File: config.mk
export PLATFORM = sky130hd
export DESIGN_NAME = stream_demux
export DESIGN_NICKNAME = d
export VERILOG_FILES = /design/src/rtl/stream_demux_pkg.sv /design/src/rtl/stream_demux_slot.sv /design/src/rtl/stream_demux.sv
export SDC_FILE = /design/constraint.sdc
export NUM_CORES = 1
export LEC_CHECK = 0
export CAP_MARGIN = 20
export CORE_ASPECT_RATIO = 1.75
export CORE_MARGIN = 2
export CORE_UTILIZATION = 47
export DETAILED_ROUTE_END_ITERATION = 10
export PLACE_DENSITY = 0.89
export SLEW_MARGIN = 40
export SYNTH_ARGS = -nofsm -noshare
export SYNTH_HDL_FRONTEND = slang
export SYNTH_SLANG_ARGS = --single-unit
File: constraint.sdc
create_clock -name clk -period 2.7 [get_ports clk]
set_input_delay 0.405 -clock clk [delete_from_list [all_inputs] [get_ports clk]]
set_output_delay 0.405 -clock clk [all_outputs]
set_load 0.05 [all_outputs]
File: src/rtl/stream_demux_pkg.sv
// Shared helpers for stream_demux: select-width derivation and drop-counter ceiling.
package stream_demux_pkg;

  // clog2 with a floor of 1 so a 2-channel demux still gets a 1-bit select.
  function automatic int sel_w(input int n);
    return (n > 2) ? $clog2(n) : 1;
  endfunction

  function automatic longint unsigned cnt_max(input int w);
    return (64'd1 << w) - 64'd1;
  endfunction

endpackage

File: src/rtl/stream_demux_slot.sv
// One-entry valid/ready holding register for a single demux output channel.
module demux_slot #(
  parameter int WIDTH = 8
) (
  input  logic             clk,
  input  logic             rst_n,
  input  logic             load,
  input  logic [WIDTH-1:0] load_data,
  output logic             out_valid,
  input  logic             out_ready,
  output logic [WIDTH-1:0] out_data,
  output logic             avail
);

  logic             vld_p1;
  logic [WIDTH-1:0] data_p1;

  // Stage p1: a load may land in the same cycle the held entry drains.
  always_ff @(posedge clk or negedge rst_n) begin
    if (!rst_n) begin
      vld_p1  <= 1'b0;
      data_p1 <= '0;
    end else if (load) begin
      vld_p1  <= 1'b1;
      data_p1 <= load_data;
    end else if (out_ready) begin
      vld_p1  <= 1'b0;
    end
  end

  assign avail     = ~vld_p1 | out_ready;
  assign out_valid = vld_p1;
  assign out_data  = data_p1;

endmodule

File: src/rtl/stream_demux.sv
// Registered valid/ready demultiplexer: routes or broadcasts one input stream to CHANNELS slots.
module stream_demux
  import stream_demux_pkg::*;
#(
  parameter  int WIDTH    = 8,
  parameter  int CHANNELS = 8,
  parameter  int CNT_W    = 8,
  localparam int SEL_W    = sel_w(CHANNELS)
) (
  input  logic                      clk,
  input  logic                      rst_n,
  input  logic                      in_valid,
  output logic                      in_ready,
  input  logic [WIDTH-1:0]          in_data,
  input  logic [SEL_W-1:0]          in_sel,
  input  logic                      in_bcast,
  output logic [CHANNELS-1:0]       out_valid,
  input  logic [CHANNELS-1:0]       out_ready,
  output logic [CHANNELS*WIDTH-1:0] out_data,
  output logic [CNT_W-1:0]          drop_count,
  input  logic                      clear_drops
);

  localparam logic [CNT_W-1:0] CNT_MAX = CNT_W'(cnt_max(CNT_W));

  function automatic logic [CNT_W-1:0] sat_inc(input logic [CNT_W-1:0] v);
    return (v == CNT_MAX) ? v : v + CNT_W'(1);
  endfunction

  logic [CHANNELS-1:0] avail;
  logic [CHANNELS-1:0] route_hit;
  logic [CHANNELS-1:0] load;
  logic                sel_ok;
  logic                accept;
  logic                drop;
  logic [CNT_W-1:0]    drop_cnt_p1;

  assign sel_ok = (int'(in_sel) < CHANNELS);

  always_comb begin
    route_hit = '0;
    for (int i = 0; i < CHANNELS; i++) begin
      if (int'(in_sel) == i) route_hit[i] = 1'b1;
    end
  end

  // in_ready deliberately excludes in_valid so no valid->ready loop can form upstream.
  always_comb begin
    if (in_bcast)    in_ready = &avail;
    else if (sel_ok) in_ready = |(route_hit & avail);
    else             in_ready = 1'b1;
  end

  assign accept = in_valid & in_ready;
  assign load   = {CHANNELS{accept}} & (in_bcast ? {CHANNELS{1'b1}} : route_hit);
  assign drop   = accept & ~in_bcast & ~sel_ok;

  for (genvar i = 0; i < CHANNELS; i++) begin : g_slot
    demux_slot #(.WIDTH(WIDTH)) u_slot (
      .clk       (clk),
      .rst_n     (rst_n),
      .load      (load[i]),
      .load_data (in_data),
      .out_valid (out_valid[i]),
      .out_ready (out_ready[i]),
      .out_data  (out_data[i*WIDTH +: WIDTH]),
      .avail     (avail[i])
    );
  end

  // Stage p1: clear takes priority over a coincident drop.
  always_ff @(posedge clk or negedge rst_n) begin
    if (!rst_n)           drop_cnt_p1 <= '0;
    else if (clear_drops) drop_cnt_p1 <= '0;
    else if (drop)        drop_cnt_p1 <= sat_inc(drop_cnt_p1);
  end

  assign drop_count = drop_cnt_p1;

endmodule

==> results of run 1 <==
## routing by layer
layer	part of all wire	track usage	up-vias
met2	0.55	0.461	206
met3	0.083	0.0635	28
li1	-	-	1494
met1	0.34	0.285	1649
met4	0.019	0.101	0
met5	0	0	-
## state kept, by name (all words and copies together) (netlist names)
name,flops
g_slot.u_slot.out_valid,8
g_slot.u_slot.out_data,64
## how the worst max path moves through the flow
stage                            start                                  endpoint  slack (ps)  cells after the start
after floorplan              in_sel[2]                                  in_ready         230                      9
after global placement       in_sel[1]                                  in_ready          80                      8
after detailed placement  out_ready[0]  g_slot[0].u_slot.out_data[3]$_DFFE_PN0P_           3                      7
after CTS                    in_sel[1]                                  in_ready          20                      8
after global routing      out_ready[2]                                  in_ready          40                      7
final                     out_ready[2]                                  in_ready         140                      7
## final cells by class
| class | instances | share of cell area |
|---|---|---|
| clock buffer | 10 | 0.0482 |
| clock inverter | 6 | 0.0263 |
| inverter | 4 | 0.00303 |
| multi-input combinational | 255 | 0.309 |
| sequential | 72 | 0.364 |
| tap | 86 | 0.0217 |
| timing repair buffer | 116 | 0.228 |
## cell families (layout without fill, tap and decap cells)
logic type,count (synthesis),in the layout,synth area share
AOI/OAI and AO/OA,58,58,0.119
buffers and inverters,43,136,0.0707
other,1,8,0.00106
muxes,18,18,0.0604
and+or+nand+nor,171,171,0.240
DFF,72,72,0.509
## worst max-delay path, stage by stage
cell and delay (ps):
clkdlybuf4s50_1 390, nand2b_1 190, mux4_2 510, a21oi_4 230, and2_1 200, inv_1 50
buf_4 180
## power breakdown
part	leakage [nW]	internal (W)	switching (W)
clock	0.182	0.00102	0.000439
sequential	0.803	0.00142	0.000273
combinational	1.17	0.000915	0.00182
## synth_stat cells (11+ instances only)
| master | number |
|---|---|
| nand3_1 | 73 |
| dfrtp_1 | 72 |
| nand2_1 | 34 |
| a22oi_1 | 24 |
| nor2_1 | 20 |
| mux2_2 | 17 |
| buf_4 | 16 |
| or3_1 | 16 |
| nand2b_1 | 12 |
| buf_2 | 11 |
| o21ai_0 | 11 |
| o311ai_0 | 11 |
## per-stage QoR
step           utilization  total power (W)  cell area [um2]  hold WS, ps  std cells
4_1_cts              0.683          0.00590             4940          119        549
3_3_place_gp         0.632          0.00434             4570          453        533
3_5_place_dp         0.632          0.00442             4570          462        533
6_report             0.685          0.00589             4950         83.9        549
2_1_floorplan            -          0.00347             3570          109        370
5_1_grt              0.685          0.00611             4950          128        549
==> reports/results.tsv, run 1 <==
stage	metric	value	unit
status	status	completed	
layout	fillcell total	514	
timing	setup ws final	138	ps
setup_path	reg-to-reg setup timing slack	410	ps
layout	most common cell after layout, fill and taps aside	clkdlybuf4s50_1	
yosys	cells after synthesis	363	
yosys	register area share after synthesis	0.509	
yosys	yosys warns	0	
clock_tree	TritonCTS clock tree	yes	
layout	Area Growth Syn to Fin	39.9	%
detailed_routing	DR WL/cell	18.8	um
clock_tree	Root Driver	clkbuf_16	
detailed_routing	drt pass-1 iters	9	
timing	Sum Neg Setup Slack	0	ps
job	max cap viols	0	
clock_tree	post-CTS setup buffer count	0	
placed_design	DP Worst Slack	3.18	ps
timing	final setup violation count	0	
timing	Worst Clk Skew	5.00	ps
global_route	initial antenna violation count	0	
layout	Nets	482	
setup_path	crit start category	input port	
die	die area	8270	um2
yosys	flop and latch count out of synthesis	72	
layout	most frequent cells in the layout	clkdlybuf4s50_1 (91), nand3_1 (73), dfrtp_1 (72)	
yosys	Post-synth ARST share	1.00	
detailed_routing	Routed WL	10.3	mm
setup_path	Critical Path RT	2300	ps
clock_tree	Longest Clk Path Bufs	2	
clock_tree	worst skew pair latency	330	ps
power	static leakage	2.16	nW
global_route	global-route wire length before repair	17.0	mm
detailed_routing	residual DRC count	0	
detailed_routing	DRT antenna net count	0	
die	Initial Util	0.490	
yosys	largest cells by area after synthesis	dfrtp_1 (51%), nand3_1 (10%), mux2_2 (5.4%)	
timing	RSZ-0062 raised after global routing	false	
setup_path	R2R cell count	6	
placed_design	Port Buffer Count	95	
setup_path	Worst EP arrival	2160	ps
timing	Peak Freq	390	MHz
detailed_routing	vias per cell	6.15	
placed_design	Final HPWL DP	7.06	mm
timing	post-route minimum period	2560	ps
global_route	vias in the first global route	3518	
clock_tree	Clock Sinks	72	
layout	diodes inserted	0	
detailed_routing	number of DRC markers in iteration 0	514	
die	Die X	69.6	um
clock_tree	Resized Gates After CTS	0	
setup_path	Setup CP Type	input port to output pin	
yosys	Unique masters post-synth	31	
die	FP Rows	41	
timing	final worst path period share	0.949	
timing	Fin. Hold Viols	0	
worst_hold_path	worst min path class	input port to asynchronous set/reset pin	
power	power density cells	1190	nW/um2
layout	Multi-input gate area	1530	um2
global_route	pin count of the biggest net entering global routing	73	
die	core area	7230	um2
yosys	synthesized area per cell	9.75	um2
global_route	GRT Resource Usage Total	0.255	
clock_tree	cts bufs inserted	9	
setup_path	R2R Path Start	g_slot[6].u_slot.out_valid$_DFFE_PN0P_	
yosys	Post-synth top flop	dfrtp_1	
yosys	Post-synth EDFFs	0	
global_route	gr ovfl total	0	
placed_design	Placer Congestion	0.869	
power	Max rail drop VDD	785	uV
timing	max-slew violation count	0	
yosys	Post-Syn Area	3540	um2
timing	Slew HR	0.489	
clock_tree	H-tree depth	3	
layout	FF/Latch Area	1800	um2
yosys	Synth top area share	0.509	
setup_path	worst r2r dst	g_slot[0].u_slot.out_data[1]$_DFFE_PN0P_	
timing	Tightest Pin Transition	763	ps
die	boundary pin count	105	
clock_tree	Clock Pin Slew Worst Setup and Hold Paths	60	ps
yosys	cell accounting for the most synthesized area	dfrtp_1	
clock_tree	cts-stage hold buffer count	0	
die	Die Y-Extent	119	um
setup_path	crit end category	output pin	
setup_path	critical path peak fanout	5	
layout	share of cells above drive strength 1	0.132	
detailed_routing	via count	3377	
No activity file was read; power rests on OpenSTA's default activity.
==> inputs of run 2 (changes only) <==
--- a/config.mk
+++ b/config.mk
@@ -10,8 +10,9 @@
 export CORE_MARGIN = 2
 export CORE_UTILIZATION = 47
 export DETAILED_ROUTE_END_ITERATION = 10
-export PLACE_DENSITY = 0.89
+export PLACE_DENSITY = 0.9
 export SLEW_MARGIN = 40
 export SYNTH_ARGS = -nofsm -noshare
 export SYNTH_HDL_FRONTEND = slang
+export SYNTH_HIERARCHICAL = 1
 export SYNTH_SLANG_ARGS = --single-unit
==> reports/results.tsv, run 2 <==
stage	metric	value	unit	change
status	status	completed		
timing	final worst path period share	0.962		+0.0130
clock_tree	H-tree depth	3		unchanged
placed_design	DP Area	4490	um2	-1.8%
die	Initial Util	0.487		-0.00203
layout	diodes inserted	0		unchanged
yosys	Synth top area share	0.535		+0.0263
yosys	Post-Syn Area	3370	um2	-4.9%
detailed_routing	vias per cell	5.28		-14%
detailed_routing	via count	2195		-35%
setup_path	R2R cell count	7		+1
timing	Peak Freq	385	MHz	-1.3%
layout	Util after Layout	0.697		+0.0121
die	Die Y-Extent	116	um	-2.4%
layout	most common cell after layout, fill and taps aside	clkdlybuf4s50_1		
clock_tree	Root Driver	clkbuf_16		
clock_tree	Longest Clk Path Bufs	2		unchanged
yosys	most common cell in the synthesized netlist	dfrtp_1		
placed_design	Placer Congestion	0.780		-10%
placed_design	Port Buffer Count	95		unchanged
clock_tree	Clock Pin Slew Worst Setup and Hold Paths	50	ps	about the same
yosys	most common library cells after synthesis	dfrtp_1 (72), mux2_4 (64), nand2b_1 (16)		
yosys	Unique masters post-synth	26		-16%
global_route	gr ovfl total	0		unchanged
placed_design	DP Worst Slack	-165	ps	-168 ps
setup_path	crit end category	output pin		
setup_path	Worst EP arrival	2190	ps	+30 ps
detailed_routing	DRT antenna net count	0		unchanged
die	boundary pin count	105		unchanged
global_route	initial antenna violation count	0		unchanged
setup_path	crit path to	in_ready		
timing	setup ws final	103	ps	-35.0 ps
detailed_routing	residual DRC count	0		unchanged
job	max cap viols	0		unchanged
global_route	GRT met1 Usage	0.261		-0.0237
setup_path	Setup crit start	in_sel[1]		
detailed_routing	DR WL/cell	19.1	um	+1.5%
layout	fillcell total	490		-4.7%
timing	RSZ-0062 raised after global routing	false		
die	FP Rows	40		-2.4%
timing	Tightest Pin Transition	655	ps	-108 ps
yosys	cells after synthesis	213		-41%
layout	Final Cell Area	4810	um2	-2.8%
setup_path	worst r2r dst	g_slot[4].u_slot/out_data[3]$_DFFE_PN0P_		
detailed_routing	number of DRC markers in iteration 0	186		-64%
layout	Multi-input gate area	1450	um2	-5.4%
yosys	Post-synth top flop	dfrtp_1		
layout	Area Growth Syn to Fin	43.0	%	
setup_path	critical path peak fanout	9		+4
detailed_routing	drt pass-1 iters	4		-5
yosys	largest cells by area after synthesis	dfrtp_1 (54%), mux2_4 (29%), buf_6 (3.0%)		
layout	share of cells above drive strength 1	0.358		+0.227
placed_design	Final HPWL DP	5.58	mm	-21%
setup_path	reg-to-reg setup timing slack	370	ps	-40 ps
die	Die X	68.0	um	-2.3%
yosys	Post-synth EDFFs	0		unchanged
layout	Nets	353		-27%
yosys	register area share after synthesis	0.535		+0.0263
global_route	met3 Use GR	0.0408		-0.0227
setup_path	R2R Path Start	g_slot[1].u_slot/out_valid$_DFFE_PN0P_		
yosys	Post-synth ARST share	1.00		unchanged
timing	Fin. Hold Viols	0		unchanged
global_route	vias in the first global route	2244		-36%
global_route	pin count of the biggest net entering global routing	73		unchanged
clock_tree	cts-stage hold buffer count	0		unchanged
clock_tree	TritonCTS clock tree	yes		
yosys	flop and latch count out of synthesis	72		unchanged
clock_tree	worst skew pair latency	330	ps	about the same
layout	most frequent cells in the layout	clkdlybuf4s50_1 (93), dfrtp_1 (72), mux2_4 (64)		
global_route	met2 GRT Util	0.365		-0.0959
global_route	global-route wire length before repair	12.2	mm	-28%
layout	max reg flops	64		unchanged
worst_hold_path	worst min path class	input port to asynchronous set/reset pin		
clock_tree	Clock Sinks	72		unchanged
timing	post-route minimum period	2600	ps	+35.0 ps
timing	Slew HR	0.563		+0.0741
global_route	GRT Resource Usage Total	0.215		-0.0399
timing	max-slew violation count	0		unchanged
setup_path	Critical Path RT	2300	ps	about the same
setup_path	crit start category	input port		
die	die area	7880	um2	-4.7%
setup_path	Setup CP Type	input port to output pin		
yosys	synthesized area per cell	15.8	um2	+62%
timing	Worst Clk Skew	3.75	ps	-1.26 ps
die	core area	6910	um2	-4.5%
timing	final setup violation count	0		unchanged
detailed_routing	Routed WL	7.95	mm	-23%
yosys	cell accounting for the most synthesized area	dfrtp_1		
clock_tree	cts bufs inserted	9		unchanged
layout	FF/Latch Area	1800	um2	unchanged
yosys	yosys warns	6		+6
global_route	GR peak layer	met2		
==> run 2: cell types whose count changed after synthesis, moves of 17 or more <==
cell     change
a22oi_1     -24
mux2_2      -17
mux2_4      +64
nand2_1     -33
nand3_1     -72
nor2_1      -18
==> run 2: final cells by class <==
class	count	area share
Multi-Input combinational cell	124	0.300
Clock buffer	14	0.0569
Tap cell	84	0.0218
Inverter	2	0.00234
Timing Repair Buffer	120	0.244
Sequential cell	72	0.374
==> run 2: cells by family (layout without fill, tap and decap cells) <==
kind of cell	after synthesis	in the layout	share of synthesized area
other cells	1	8	0.00111
simple gates	30	30	0.0602
buf+inv	24	136	0.0598
compound gates	19	19	0.0457
mux	67	67	0.298
flops	72	72	0.535
==> run 2: metrics by stage <==
stage | hold WS [ps] | cells | setup TNS (ps)
6_report | 60.6 | 416 | 0
4_1_cts | 103 | 411 | 0
3_3_place_gp | 495 | 397 | -7470
2_1_floorplan | 109 | 220 | 0
3_5_place_dp | 458 | 397 | -6820
5_1_grt | 132 | 416 | 0
==> run 2: how the worst min path moves through the flow <==
stage,start,to,slack (ps),cells past startpoint
floorplan,rst_n,g_slot[0].u_slot/out_data[0]$_DFFE_PN0P_,110,0
global placement,g_slot[3].u_slot/out_data[0]$_DFFE_PN0P_,g_slot[3].u_slot/out_data[0]$_DFFE_PN0P_,490,1
detailed placement,rst_n,g_slot[2].u_slot/out_data[7]$_DFFE_PN0P_,460,1
CTS,rst_n,g_slot[3].u_slot/out_data[7]$_DFFE_PN0P_,100,1
global route,rst_n,g_slot[2].u_slot/out_data[4]$_DFFE_PN0P_,130,1
finish,rst_n,g_slot[3].u_slot/out_data[7]$_DFFE_PN0P_,60,1
==> run 2: critical path, stage by stage <==
cell and delay (ps):
clkdlybuf4s50_1 550, or3b_1 420, a21o_1 340, a31oi_2 300, buf_12 170
==> run 2: metal layers <==
layer	wire length (um)	vias to the layer above	share of wire
li1	-	978	-
met1	3020	1120	0.38
met2	4390	84	0.55
met3	347	13	0.044
met4	197	0	0.025
met5	0	-	0
==> run 2: timing repair <==
item,4_1_cts,5_1_grt
setup buffers,0,5
endpoints found under the setup margin,1,1
gates resized for setup,1,1
endpoints found under the hold margin,0,0
Power of run 2 is left out: the tool's default activity adds up to more than one toggle a clock period on the data nets, which glitch-free logic cannot reach.
==> inputs of run 3 (changes only) <==
--- a/config.mk
+++ b/config.mk
@@ -5,12 +5,15 @@
 export SDC_FILE = /design/constraint.sdc
 export NUM_CORES = 1
 export LEC_CHECK = 0
+export ABC_AREA = 1
 export CAP_MARGIN = 20
+export CELL_PAD_IN_SITES_DETAIL_PLACEMENT = 1
+export CELL_PAD_IN_SITES_GLOBAL_PLACEMENT = 2
 export CORE_ASPECT_RATIO = 1.75
 export CORE_MARGIN = 2
-export CORE_UTILIZATION = 47
+export CORE_UTILIZATION = 26
 export DETAILED_ROUTE_END_ITERATION = 10
-export PLACE_DENSITY = 0.9
+export PLACE_DENSITY = 0.89
 export SLEW_MARGIN = 40
 export SYNTH_ARGS = -nofsm -noshare
 export SYNTH_HDL_FRONTEND = slang
==> reports/results.tsv, run 3 <==
stage	metric	value	unit	change
status	status	completed		
setup_path	reg-to-reg setup timing slack	540	ps	+170 ps
clock_tree	Clock Pin Slew Worst Setup and Hold Paths	60	ps	about the same
clock_tree	Root Driver	clkbuf_16		
layout	Nets	492		+39%
timing	setup ws final	309	ps	+205 ps
yosys	Post-synth EDFFs	0		unchanged
job	max cap viols	0		unchanged
detailed_routing	via count	2649		+21%
setup_path	Setup CP Type	input port to register		
placed_design	DP Area	4140	um2	-7.9%
detailed_routing	vias per cell	4.36		-17%
global_route	GRT Resource Usage Total	0.159		-0.0560
timing	RSZ-0062 raised after global routing	false		
detailed_routing	drt pass-1 iters	4		unchanged
clock_tree	TritonCTS clock tree	yes		
power	Clock power frac	0.218		
layout	most common cell after layout, fill and taps aside	nand2_1		
timing	Tightest Pin Transition	663	ps	+7.89 ps
detailed_routing	Routed WL	9.79	mm	+23%
yosys	Synth top area share	0.583		+0.0479
die	Initial Util	0.267		-0.221
power	total power	0.00516	W	
timing	Peak Freq	418	MHz	+8.6%
layout	Final Cell Area	4430	um2	-8.1%
setup_path	R2R cell count	10		+3
power	combinational share of power	0.468		
setup_path	crit end category	register		
placed_design	Placer Congestion	0.808		+3.6%
layout	most frequent cells in the layout	nand2_1 (215), clkdlybuf4s50_1 (93), dfrtp_1 (72)		
power	power density cells	1170	nW/um2	
detailed_routing	DR WL/cell	16.1	um	-16%
detailed_routing	DRT antenna net count	0		unchanged
yosys	yosys warns	6		unchanged
clock_tree	cts-stage hold buffer count	0		unchanged
yosys	flop and latch count out of synthesis	72		unchanged
setup_path	critical path peak fanout	9		unchanged
power	static leakage	2.30	nW	
clock_tree	Clock Sinks	72		unchanged
die	boundary pin count	105		unchanged
setup_path	crit start category	input port		
timing	Fin. Hold Viols	0		unchanged
die	core area	11600	um2	+68%
worst_hold_path	worst min path class	input port to asynchronous set/reset pin		
detailed_routing	number of DRC markers in iteration 0	133		-28%
global_route	gr ovfl total	0		unchanged
yosys	most common cell in the synthesized netlist	nand2_1		
layout	diodes inserted	0		unchanged
setup_path	Worst EP arrival	2620	ps	+430 ps
placed_design	Port Buffer Count	95		unchanged
power	Power Internal	0.00284	W	
yosys	Post-synth ARST share	1.00		unchanged
yosys	register area share after synthesis	0.583		+0.0479
global_route	initial antenna violation count	0		unchanged
yosys	synthesized area per cell	8.49	um2	-46%
global_route	vias in the first global route	2721		+21%
detailed_routing	residual DRC count	0		unchanged
global_route	global-route wire length before repair	15.0	mm	+24%
timing	Worst Clk Skew	5.93	ps	+2.18 ps
clock_tree	cts bufs inserted	9		unchanged
power	Max rail drop VDD	550	uV	
die	Die Y-Extent	148	um	+28%
timing	final worst path period share	0.886		-0.0761
clock_tree	Resized Gates After CTS	0		-1
setup_path	R2R Path Start	g_slot[3].u_slot/out_valid$_DFFE_PN0P_		
layout	Area Growth Syn to Fin	43.2	%	
clock_tree	Longest Clk Path Bufs	2		unchanged
global_route	pin count of the biggest net entering global routing	73		unchanged
clock_tree	worst skew pair latency	340	ps	about the same
placed_design	DP Worst Slack	-28.9	ps	+136 ps
yosys	largest cells by area after synthesis	dfrtp_1 (58%), nand2_1 (26%), buf_6 (4.0%)		
yosys	cells after synthesis	364		+71%
setup_path	Setup crit start	in_sel[2]		
clock_tree	post-CTS setup buffer count	0		unchanged
layout	Util after Layout	0.382		-0.315
layout	fillcell total	1391		+180%
yosys	Unique masters post-synth	18		-31%
timing	Slew HR	0.558		-0.00526
timing	post-route minimum period	2390	ps	-205 ps
power	NetSw	0.00232	W	
power	Net Sw Frac	0.450		
layout	max reg flops	64		unchanged
layout	share of cells above drive strength 1	0.0888		-0.270
yosys	most common library cells after synthesis	nand2_1 (215), dfrtp_1 (72), inv_1 (14)		
timing	max-slew violation count	0		unchanged
power	Sequential Power Share	0.313		
setup_path	Critical Path RT	2930	ps	+630 ps
yosys	Post-synth top flop	dfrtp_1		
die	FP Rows	52		+30%
timing	final setup violation count	0		unchanged
setup_path	worst r2r dst	g_slot[1].u_slot/out_data[4]$_DFFE_PN0P_		
placed_design	Final HPWL DP	7.25	mm	+30%
clock_tree	H-tree depth	3		unchanged
die	Die X	86.4	um	+27%
timing	Fin Hold WS	80.7	ps	+20.1 ps
yosys	cell accounting for the most synthesized area	dfrtp_1		
yosys	Post-Syn Area	3090	um2	-8.2%
die	die area	12800	um2	+62%
run 3: cell types whose count changed in the layout (fill, tap and decap cells not counted), sizes merged, moves of 6 or more:
| cell | delta |
|---|---|
| nor2 | +10 |
| mux2 | -64 |
| nand4 | +8 |
| nand2 | +216 |
| a311oi | -8 |
| buf | -15 |
| nand2b | -17 |
| a32oi | -6 |
| inv | +24 |
run 3: logic make-up (layout without fill, tap and decap cells):
logic type             Yosys count  in the layout  share of synthesized area
AOI/OAI and AO/OA                8              8                     0.0174
other                            1              8                    0.00121
buffers and inverters           44            146                     0.0907
DFF                             72             72                      0.583
and+or+nand+nor                239            239                      0.308
run 3: how the worst max path moves through the flow:
stage,to,slack [ps],depth (start not counted)
after floorplan,g_slot[3].u_slot/out_data[0]$_DFFE_PN0P_,770,13
after global placement,g_slot[6].u_slot/out_data[7]$_DFFE_PN0P_,50,13
after detailed placement,g_slot[6].u_slot/out_data[6]$_DFFE_PN0P_,-30,13
after CTS,g_slot[1].u_slot/out_data[4]$_DFFE_PN0P_,320,13
after global routing,g_slot[6].u_slot/out_data[0]$_DFFE_PN0P_,80,13
final,g_slot[1].u_slot/out_data[4]$_DFFE_PN0P_,310,13
run 3: per-stage QoR:
| step | TNS (ps) | instances |
|---|---|---|
| after floorplan | 0 | 371 |
| after global placement | 0 | 592 |
| after detailed placement | -203 | 592 |
| after CTS | 0 | 608 |
| after global routing | 0 | 608 |
| final | 0 | 608 |
run 3: critical path, cell delays in order:
cell and delay, ps:
clkdlybuf4s50_1 600, inv_4 190, nand3_1 100, nand2_1 80
nor2_1 40, nand2_1 50, nand2_1 60, nand2_2 110
nand2_4 100, nor2_1 480, inv_2 210, nand2_1 130
nand2_1 50
run 3: area by class of cell:
| type | count | area [um2] | share of cell area |
|---|---|---|---|
| Timing Repair Buffer | 105 | 1040 | 0.234 |
| Inverter | 25 | 96.3 | 0.0218 |
| Sequential cell | 72 | 1800 | 0.407 |
| Clock inverter | 2 | 12.5 | 0.00283 |
| Tap cell | 135 | 169 | 0.0382 |
| Multi-Input combinational cell | 255 | 1030 | 0.234 |
| Clock buffer | 14 | 274 | 0.0619 |
run 3: metal layers:
| metal | track usage | part of all wire | vias up |
|---|---|---|---|
| met5 | 0 | 0 | - |
| met4 | 0.0828 | 0.034 | 0 |
| li1 | - | - | 1291 |
| met3 | 0.0422 | 0.039 | 18 |
| met1 | 0.175 | 0.38 | 1273 |
| met2 | 0.277 | 0.55 | 67 |
run 3: power by group through the flow:
stage	clock network [W]	registers (W)	logic (W)
floorplan	0	0.00275	0.000401
global placement	0	0.00162	0.00240
detailed placement	0	0.00164	0.00244
CTS	0.00116	0.00163	0.00244
global route	0.00122	0.00165	0.00254
finish	0.00113	0.00162	0.00242
